<file path="config.mk">
export PLATFORM = sky130hd
export DESIGN_NAME = eu_dispatch_buffer_flat
export DESIGN_NICKNAME = d
export VERILOG_FILES = /design/src/rtl/eu_dispatch_buffer_pkg.sv /design/src/rtl/eu_dispatch_buffer_if.sv /design/src/rtl/eu_dispatch_buffer_lane_compactor.sv /design/src/rtl/eu_dispatch_buffer.sv /design/src/flat_wrapper.sv
export SDC_FILE = /design/constraint.sdc
export NUM_CORES = 1
export LEC_CHECK = 0
export ABC_AREA = 1
export CAP_MARGIN = 20
export CORE_AREA = 4 4 189 191
export DETAILED_ROUTE_END_ITERATION = 16
export DIE_AREA = 0 0 193 195
export GPL_TIMING_DRIVEN = 0
export PLACE_DENSITY = 0.74
export SLEW_MARGIN = 20
export SYNTH_ARGS = -nofsm -noshare
export SYNTH_HDL_FRONTEND = slang
export SYNTH_SLANG_ARGS = --single-unit
</file>
<file path="constraint.sdc">
create_clock -name clk -period 11.8 [get_ports clk]
set_clock_uncertainty 0.15 [all_clocks]
set_input_delay 1.77 -clock clk [delete_from_list [all_inputs] [get_ports clk]]
set_output_delay 1.77 -clock clk [all_outputs]
set_load 0.02 [all_outputs]
</file>
<file path="src/rtl/eu_dispatch_buffer_pkg.sv">
`default_nettype none
//==============================================================================
// Module      : eu_dispatch_buffer_pkg
// Description : Shared datatypes for the iqueue -> EU dispatch path.
//               type_iqueue_entry is the dispatched instruction record.
//               type_dispatch_lane_t bundles one dispatch lane (entry, valid,
//               target EU index).
// Revision    : 1.0  initial release
//==============================================================================

`ifndef NUM_PARALLEL_INSTR_DISPATCHES
`define NUM_PARALLEL_INSTR_DISPATCHES 2
`endif

`ifndef LOG2_NUM_EXEC_UNITS
`define LOG2_NUM_EXEC_UNITS 2
`endif

package eu_dispatch_buffer_pkg;

   localparam int c_iq_payload_w = 32;
   localparam int c_iq_tag_w     = 8;
   localparam int c_euidx_w      = `LOG2_NUM_EXEC_UNITS;

   typedef struct packed {
      logic [c_iq_tag_w-1:0]     tag;
      logic [c_iq_payload_w-1:0] payload;
   } type_iqueue_entry;

   typedef struct packed {
      type_iqueue_entry       entry;
      logic                   valid;
      logic [c_euidx_w-1:0]   alloc_euidx;
   } type_dispatch_lane_t;

endpackage

`default_nettype wire

</file>
<file path="src/rtl/eu_dispatch_buffer_if.sv">
`default_nettype none
//==============================================================================
// Module      : eu_dispatch_buffer_if
// Description : Dispatch + issue bundle of one EU dispatch buffer.
//               master : iqueue / EU side (drives dispatch lanes, issue
//                        ready and flush)
//               slave  : the dispatch buffer
// Signals     : dispatched_instr_i, dispatched_instr_valid_i,
//               dispatched_instr_alloc_euidx_i, ready_for_next_instrs_o,
//               issue_entry_o, issue_valid_o, issue_ready_i, flush_i,
//               occupancy_o, overflow_err_o
// Revision    : 1.0  initial release
//==============================================================================
interface eu_dispatch_buffer_if #(
   parameter int NUM_DISPATCH        = `NUM_PARALLEL_INSTR_DISPATCHES,
   parameter int LOG2_NUM_EXEC_UNITS = `LOG2_NUM_EXEC_UNITS,
   parameter int LOG2_DEPTH          = 3
);
   import eu_dispatch_buffer_pkg::*;

   type_iqueue_entry                 dispatched_instr_i             [NUM_DISPATCH];
   logic [NUM_DISPATCH-1:0]          dispatched_instr_valid_i;
   logic [LOG2_NUM_EXEC_UNITS-1:0]   dispatched_instr_alloc_euidx_i [NUM_DISPATCH];
   logic                             ready_for_next_instrs_o;
   type_iqueue_entry                 issue_entry_o;
   logic                             issue_valid_o;
   logic                             issue_ready_i;
   logic                             flush_i;
   logic [LOG2_DEPTH:0]              occupancy_o;
   logic                             overflow_err_o;

   modport master (
      output dispatched_instr_i, dispatched_instr_valid_i,
             dispatched_instr_alloc_euidx_i, issue_ready_i, flush_i,
      input  ready_for_next_instrs_o, issue_entry_o, issue_valid_o,
             occupancy_o, overflow_err_o
   );

   modport slave (
      input  dispatched_instr_i, dispatched_instr_valid_i,
             dispatched_instr_alloc_euidx_i, issue_ready_i, flush_i,
      output ready_for_next_instrs_o, issue_entry_o, issue_valid_o,
             occupancy_o, overflow_err_o
   );

endinterface

`default_nettype wire

</file>
<file path="src/rtl/eu_dispatch_buffer_lane_compactor.sv">
`default_nettype none
//==============================================================================
// Module      : eu_lane_compactor
// Description : Combinational prefix popcount over the lane hit mask. Each
//               hitting lane gets the number of hitting lanes below it as its
//               write offset, so hits pack densely in ascending lane order.
// Ports       : i_hit     - per-lane hit mask
//               o_offset  - per-lane write offset (meaningful for hit lanes)
//               o_count   - total number of hits H
// Revision    : 1.0  initial release
//==============================================================================
module eu_lane_compactor #(
   parameter int NUM_DISPATCH = 2,
   parameter int CNT_W        = $clog2(NUM_DISPATCH + 1)
) (
   input  wire logic [NUM_DISPATCH-1:0] i_hit,
   output logic      [CNT_W-1:0]        o_offset [NUM_DISPATCH],
   output logic      [CNT_W-1:0]        o_count
);

   logic [CNT_W-1:0] w_run;

   always_comb begin
      w_run = '0;
      for (int k = 0; k < NUM_DISPATCH; k++) begin
         o_offset[k] = w_run;
         w_run       = w_run + CNT_W'(i_hit[k]);
      end
      o_count = w_run;
   end

endmodule

`default_nettype wire

</file>
<file path="src/rtl/eu_dispatch_buffer.sv">
`default_nettype none
//==============================================================================
// Module      : eu_dispatch_buffer
// Description : Per-EU instruction buffer. Snoops all dispatch lanes, packs
//               the lanes targeting EU_IDX into a circular buffer in lane
//               order, and presents the oldest entry over valid/ready.
// Ports       : clk      - clock
//               reset_n  - synchronous active-low reset
//               bus      - dispatch lanes, issue handshake, flush,
//                          back-pressure, occupancy and sticky overflow
// Revision    : 1.0  initial release
//==============================================================================
module eu_dispatch_buffer
   import eu_dispatch_buffer_pkg::*;
#(
   parameter int NUM_DISPATCH        = `NUM_PARALLEL_INSTR_DISPATCHES,
   parameter int LOG2_NUM_EXEC_UNITS = `LOG2_NUM_EXEC_UNITS,
   parameter int EU_IDX              = 0,
   parameter int LOG2_DEPTH          = 3
) (
   input wire logic              clk,
   input wire logic              reset_n,
   eu_dispatch_buffer_if.slave   bus
);

   localparam int c_depth = 2 ** LOG2_DEPTH;
   localparam int c_cnt_w = LOG2_DEPTH + 1;
   localparam int c_hit_w = $clog2(NUM_DISPATCH + 1);
   localparam logic [LOG2_NUM_EXEC_UNITS-1:0] c_eu_idx = LOG2_NUM_EXEC_UNITS'(EU_IDX);

   generate
      if (c_depth < 2 * NUM_DISPATCH) begin : g_depth_check
         $error("eu_dispatch_buffer: DEPTH must be at least 2*NUM_DISPATCH");
      end
   endgenerate

   type_iqueue_entry              r_storage [c_depth];
   logic [LOG2_DEPTH-1:0]         r_head;
   logic [LOG2_DEPTH-1:0]         r_tail;
   logic [c_cnt_w-1:0]            r_count;
   logic                          r_ready;
   logic                          r_overflow;

   type_dispatch_lane_t           w_lane     [NUM_DISPATCH];
   logic [NUM_DISPATCH-1:0]       w_hit;
   logic [c_hit_w-1:0]            w_offset   [NUM_DISPATCH];
   logic [c_hit_w-1:0]            w_hit_count;
   logic [LOG2_DEPTH-1:0]         w_wr_idx   [NUM_DISPATCH];
   logic                          w_push_ok;
   logic [c_hit_w-1:0]            w_h_acc;
   logic                          w_pop;
   logic [c_cnt_w-1:0]            w_count_next;
   logic                          w_ready_next;

   generate
      for (genvar k = 0; k < NUM_DISPATCH; k++) begin : g_lane
         assign w_lane[k].entry       = bus.dispatched_instr_i[k];
         assign w_lane[k].valid       = bus.dispatched_instr_valid_i[k];
         assign w_lane[k].alloc_euidx = bus.dispatched_instr_alloc_euidx_i[k];
         assign w_hit[k]    = w_lane[k].valid && (w_lane[k].alloc_euidx == c_eu_idx);
         assign w_wr_idx[k] = r_tail + LOG2_DEPTH'(w_offset[k]);
      end
   endgenerate

   eu_lane_compactor #(
      .NUM_DISPATCH (NUM_DISPATCH),
      .CNT_W        (c_hit_w)
   ) u_compactor (
      .i_hit    (w_hit),
      .o_offset (w_offset),
      .o_count  (w_hit_count)
   );

   // A flush cycle swallows both the push and the pop.
   assign w_push_ok    = r_ready && !bus.flush_i;
   assign w_h_acc      = w_push_ok ? w_hit_count : '0;
   assign w_pop        = (r_count != '0) && bus.issue_ready_i && !bus.flush_i;
   assign w_count_next = r_count + c_cnt_w'(w_h_acc) - c_cnt_w'(w_pop);
   // Ready promises room for a whole dispatch group next cycle.
   assign w_ready_next = (c_cnt_w'(c_depth) - w_count_next) >= c_cnt_w'(NUM_DISPATCH);

   always_ff @(posedge clk) begin
      if (!reset_n) begin
         r_head     <= '0;
         r_tail     <= '0;
         r_count    <= '0;
         r_ready    <= 1'b1;
         r_overflow <= 1'b0;
      end else if (bus.flush_i) begin
         r_head  <= '0;
         r_tail  <= '0;
         r_count <= '0;
         r_ready <= 1'b0;
      end else begin
         if (w_pop) begin
            r_head <= r_head + 1'b1;
         end
         r_tail  <= r_tail + LOG2_DEPTH'(w_h_acc);
         r_count <= w_count_next;
         r_ready <= w_ready_next;
         if ((w_hit_count != '0) && !r_ready) begin
            r_overflow <= 1'b1;
         end
      end
   end

   // Storage is data-only; validity lives in r_count, so no reset here.
   always_ff @(posedge clk) begin
      if (reset_n && w_push_ok) begin
         for (int k = 0; k < NUM_DISPATCH; k++) begin
            if (w_hit[k]) begin
               r_storage[w_wr_idx[k]] <= w_lane[k].entry;
            end
         end
      end
   end

   assign bus.ready_for_next_instrs_o = r_ready;
   assign bus.issue_valid_o           = (r_count != '0);
   assign bus.issue_entry_o           = r_storage[r_head];
   assign bus.occupancy_o             = r_count;
   assign bus.overflow_err_o          = r_overflow;

endmodule

`default_nettype wire

</file>
<file path="src/flat_wrapper.sv">
// flat-port wrapper written by rule: the top's interface ports become plain ports
module eu_dispatch_buffer_flat import eu_dispatch_buffer_pkg::*;
#(
   parameter int NUM_DISPATCH        = `NUM_PARALLEL_INSTR_DISPATCHES,
   parameter int LOG2_NUM_EXEC_UNITS = `LOG2_NUM_EXEC_UNITS,
   parameter int EU_IDX              = 0,
   parameter int LOG2_DEPTH          = 3
)
  (clk, reset_n, bus_dispatched_instr_i, bus_dispatched_instr_valid_i, bus_dispatched_instr_alloc_euidx_i, bus_issue_ready_i, bus_flush_i, bus_ready_for_next_instrs_o, bus_issue_entry_o, bus_issue_valid_o, bus_occupancy_o, bus_overflow_err_o);
  eu_dispatch_buffer_if #(.NUM_DISPATCH(NUM_DISPATCH), .LOG2_NUM_EXEC_UNITS(LOG2_NUM_EXEC_UNITS), .LOG2_DEPTH(LOG2_DEPTH)) bus_i ();
  input wire logic clk;
  input wire logic reset_n;
  input wire logic [$bits(bus_i.dispatched_instr_i)-1:0] bus_dispatched_instr_i;
  input wire logic [$bits(bus_i.dispatched_instr_valid_i)-1:0] bus_dispatched_instr_valid_i;
  input wire logic [$bits(bus_i.dispatched_instr_alloc_euidx_i)-1:0] bus_dispatched_instr_alloc_euidx_i;
  input wire logic [$bits(bus_i.issue_ready_i)-1:0] bus_issue_ready_i;
  input wire logic [$bits(bus_i.flush_i)-1:0] bus_flush_i;
  output wire logic [$bits(bus_i.ready_for_next_instrs_o)-1:0] bus_ready_for_next_instrs_o;
  output wire logic [$bits(bus_i.issue_entry_o)-1:0] bus_issue_entry_o;
  output wire logic [$bits(bus_i.issue_valid_o)-1:0] bus_issue_valid_o;
  output wire logic [$bits(bus_i.occupancy_o)-1:0] bus_occupancy_o;
  output wire logic [$bits(bus_i.overflow_err_o)-1:0] bus_overflow_err_o;
  assign bus_i.dispatched_instr_i = {>>{bus_dispatched_instr_i}};
  assign bus_i.dispatched_instr_valid_i = bus_dispatched_instr_valid_i;
  assign bus_i.dispatched_instr_alloc_euidx_i = {>>{bus_dispatched_instr_alloc_euidx_i}};
  assign bus_i.issue_ready_i = bus_issue_ready_i;
  assign bus_i.flush_i = bus_flush_i;
  assign bus_ready_for_next_instrs_o = bus_i.ready_for_next_instrs_o;
  assign bus_issue_entry_o = bus_i.issue_entry_o;
  assign bus_issue_valid_o = bus_i.issue_valid_o;
  assign bus_occupancy_o = bus_i.occupancy_o;
  assign bus_overflow_err_o = bus_i.overflow_err_o;
  eu_dispatch_buffer #(.NUM_DISPATCH(NUM_DISPATCH), .LOG2_NUM_EXEC_UNITS(LOG2_NUM_EXEC_UNITS), .EU_IDX(EU_IDX), .LOG2_DEPTH(LOG2_DEPTH)) u_core (.clk(clk), .reset_n(reset_n), .bus(bus_i));
endmodule
</file>
======== Word level (Yosys, flattened, before mapping) ========
Memories as Yosys holds them, arrays and structs flattened. A register that Yosys moved wholly into a read port is not among the register bits.
Cells that the tools add are included.
W data, S select, Z words.
storage, ports and cells
  output and inout port bits .............. 47
  bits of input ports ..................... 90
  memories kept ........................... 1
  word-level logic and storage cells ...... 41
  register bits ........................... 12
  memory bits (writable) .................. 320
operators by class
  bitwise operators ....................... 2
  reduce and logical (&&, ||, !) cells .... 15
  $lt $le $gt $ge ......................... 1
  muxes and demuxes ....................... 10
  add/sub/neg operators ................... 7
memory list
  memory            depth  bits a word  read ports  clocked after Yosys merged registers in  write ports  RTL line                  source
  u_core.r_storage  8      40           1           1                                        2            eu_dispatch_buffer.sv:37  type_iqueue_entry r_storage [c_depth];
operator list
  cell                   count
  $logic_and A1 B1 Y1    7
  $mux W1                7
  $mux W3                2
  $add A4 B2 Y4          1
  $ge A4 B2 Y1 const B   1
  $logic_not A2 Y1       2
  $reduce_bool A4 Y1     1
  $sub A4 B1 Y4          1
  $sub A4 B4 Y4 const A  1
  $add A3 B1 Y3          1
  $add A3 B1 Y3 const B  1
  $add A3 B2 Y3          1
  $add A1 B1 Y2          1
  $logic_not A1 Y1       2
  $mux W2                1
  $not A1 Y1             2
  $reduce_and A2 Y1      1
  $reduce_bool A2 Y1     1
  $reduce_or A2 Y1       1

======== Depth between registers and ports, before layout ========
  word-level depth ........................ 9
  mapped depth ............................ 19
  depth with buffers taken out ............ 19

======== Hierarchy ========
A second synthesis with hierarchy kept.
second synthesis, totals
  cell total of the unflattened synthesis .. 1,765
  area, all modules ....................... 17,787.1 um^2
modules (own cells, without submodules)
  module              cells each  area each (um^2)  seq. area each (um^2)  instances
  eu_dispatch_buffer  1,759       17,740.8          9,909.5                1
  eu_lane_compactor   6           46.3              0.0                    1

======== Worst setup path before layout ========
OpenSTA, ideal clock, no wires.
  path type ............................... input -> register
  start ................................... input bus_dispatched_instr_alloc_euidx_i[3]
  end ..................................... memory u_core.r_storage[2][0] (netlist bit), enable pin
  arrival ................................. 5,382 ps
  cell stages on the path ................. 3
  library setup time ...................... 498 ps
  path slack .............................. 5,770 ps
  path buffers ............................ 0
  path through ............................ nor3_1 -> nand3_1 -> o31ai_1
RTL lines
  item         RTL line                  source
  from (decl)  flat_wrapper.sv:15        input wire logic [$bits(bus_i.dispatched_instr_alloc_euidx_i)-1:0] bus_dispatched_instr_alloc_euidx_i;
  to (decl)    eu_dispatch_buffer.sv:37

==> impl_metrics.ini <==
[sta]
tightest_slew_ns = 0.8101
period_share = 0.4384
fin_crit_ns = 5.173
timing.final.max_slew_violations = 0
setup-violations-final = 0
max_slew_margin = 0.4599
setup_tns_ns = 0
hold_viol_final = 0
grt_setup_unrepaired = false
fmax_ghz = 0.1933

[cts]
cts_tree = done
clk-insertion-delay-late_ns = 0.51
numCtsBuffers = 35
clkTransAtPathRegs_ns = 0.06
cts_hold_buf = 0
postCtsSetupBuffers = 0
htreeDepth = 2
post_cts_resized = 0
clockRootBuffer = clkbuf_16
clockBufferDepth = 3
cts.sinks = 335

[placed_design]
placed_cells = 2314
gp_congestion = 0.8502
placed_cell_area_um2 = 18770
portBuffers = 96
place_hpwl_um = 33600

[grt]
grt_pass1_wl_um = 75740
grt_pass1_vias = 14080
grt.total_usage = 0.2558
antenna_found_initial = 0
grt_start_max_net_pins = 24
grt-ovfl-total = 0

[finish]
mostFrequentLayoutCell = nand2_1
fin_area_um2 = 19940
mostFrequentLayoutCells = nand2_1 (464), o21ai_0 (372), edfxtp_1 (320)
drive_gt1_frac = 0.09849
area_growth_pct = 17.84
diodes = 0
nNetsFinal = 2002
fillers = 2777
final_cells = 2374

[detailed_routing]
viasPerCell = 5.858
firstDrtPassIters = 6
drt_iter0_drc = 1384
num_vias = 13910
drt-total-wl_um = 49150
post_drt_wl_per_cell_um = 20.70
drcViolationCount = 0
detail-route-antenna-nets = 0

[yosys]
netlist_instances = 1747
synth_seq_area_share = 0.5857
synthesis.nets = 1853
yosysWarnings = 0
syn_area_um2 = 16920
netlist_top_cells_area = edfxtp_1 (57%), o21ai_0 (11%), nand2_1 (10%)
synth.avg_cell_area_um2 = 9.684
synth_edf_count = 320
yosysUniqueCellTypes = 31
synth-main-ff-cell = edfxtp_1
async_reset_ff_frac = 0
synth-seq-cells = 335
synth_top_cell_by_area = edfxtp_1
netlist.area_leader.share = 0.5680

[critical_path]
cp-end-kind = output pin
cp_num_buf_inv = 3
cp.required_ns = 9.88
path_max_fanout = 10
critPathKind = reg -> out
path_delay_family = buffers and inverters
crit_chain = clkbuf_1, clkbuf_1, o21ai_0, o22ai_1, nand2_1, nand2_1, clkdlybuf4s50_1
arrival_ns = 3.25
worstSetupStartpointType = flop
cpPeakStageDelay_ns = 0.61
critPathSlowestCell = clkdlybuf4s50_1

[floorplanning]
fp-row-count = 68
die-height_um = 195
ios = 137
coreArea_um2 = 34120
dieWidth_um = 193
start_util = 0.4959
die_area_um2 = 37640

[run_status]
status = finished clean

[hold_path]
min_path_type = reg -> reg

[power]
powerDensity_nw_per_um2 = 132.7
leakage_nw = 7.619
vdd_ir_drop_max_mv = 0.07557

[flow_run]
maxCapViolCount = 0
cell type report:
type                    instances  area (um^2)  share of cell area
clock inverters                18        266.5             0.01337
multi-input cells            1183         6092              0.3056
flip-flops and latches        335         9910              0.4971
clock buffers                  42        902.1             0.04525
repair buffers                112         1215             0.06094
well taps                     455        569.3             0.02856
inverters                      71        266.5             0.01337
plain buffers                 158        715.7             0.03590
worst paths after layout:
check,start,end,slack (ns),cells past startpoint
setup / recovery,flop,bus_issue_entry_o[27],6.63,7
hold / removal,u_core.bus.overflow_err_o$_SDFFE_PN0P_,u_core.bus.overflow_err_o$_SDFFE_PN0P_,0.31,2
setup reg to reg,u_core.r_tail[0]$_SDFF_PP0_,u_core.r_storage[0][15]$_DFFE_PP_,8.41,10
hold reg to reg,u_core.bus.overflow_err_o$_SDFFE_PN0P_,u_core.bus.overflow_err_o$_SDFFE_PN0P_,0.31,2
stage by stage:
stage	setup WS [ns]	hold WS, ns	power, mW	utilization
2_1_floorplan	5.770	0.2831	1.447	-
3_3_place_gp	2.846	0.2968	1.507	0.5407
3_5_place_dp	6.199	0.3004	1.515	0.5501
4_1_cts	6.628	0.3170	2.644	0.5843
5_1_grt	6.466	0.3491	2.711	0.5843
6_report	6.627	0.3110	2.646	0.5843
registers in the layout, summed over array words and instances (netlist names), named ones only:
register / cells
u_core.bus.ready_for_next_instrs_o: 1
u_core.bus.occupancy_o: 4
u_core.r_head: 3
u_core.r_tail: 3
u_core.r_storage: 320
u_core.bus.overflow_err_o: 1
cell usage after synthesis (all sizes together), types with 2 or more instances:
cell and n:
nand2 471, nor2 95, a21oi 7, o22ai 80, o31ai 5, nor3 3
nand4 5, nand3 16, buf 87, edfxtp 320, clkbuf 71, dfxtp 15
ha 14, mux2i 80, inv 71, o21ai 402, fa 2
worst reg2reg max path, stage by stage, from the launching register on:
cell,delay (ns)
dfxtp_1,0.55
ha_1,0.22
ha_1,0.17
or2_1,0.16
nand2_4,0.10
inv_2,0.14
nor2_4,0.07
nand3_4,0.14
clkbuf_1,0.48
nand2_2,0.60
buf_16,0.38
power by group:
part           switching [mW]  total [mW]  internal, mW
clock                   0.454        1.15         0.698
combinational           0.113       0.184        0.0709
sequential            0.00243        1.31          1.31
logic make-up (layout without fill, tap and decap cells):
kind of cell | after synthesis | in the layout | share of synthesized area
AOI/OAI and AO/OA | 494 | 494 | 0.1528
adders and majority gates | 16 | 16 | 0.01272
buffers and inverters | 229 | 401 | 0.05805
DFF | 335 | 335 | 0.5857
xor gates and xnor gates | 1 | 1 | 0.0005178
muxes | 80 | 80 | 0.04733
and+or+nand+nor | 592 | 592 | 0.1429
layer usage:
layer | up-vias | part of all wire | global-route usage
li1 | 6413 | - | -
met1 | 6504 | 0.37 | 0.3273
met2 | 851 | 0.49 | 0.4346
met3 | 138 | 0.11 | 0.04952
met4 | 0 | 0.034 | 0.09100
met5 | - | 0 | 0
Note: power is estimated with default switching activity, not from simulation.
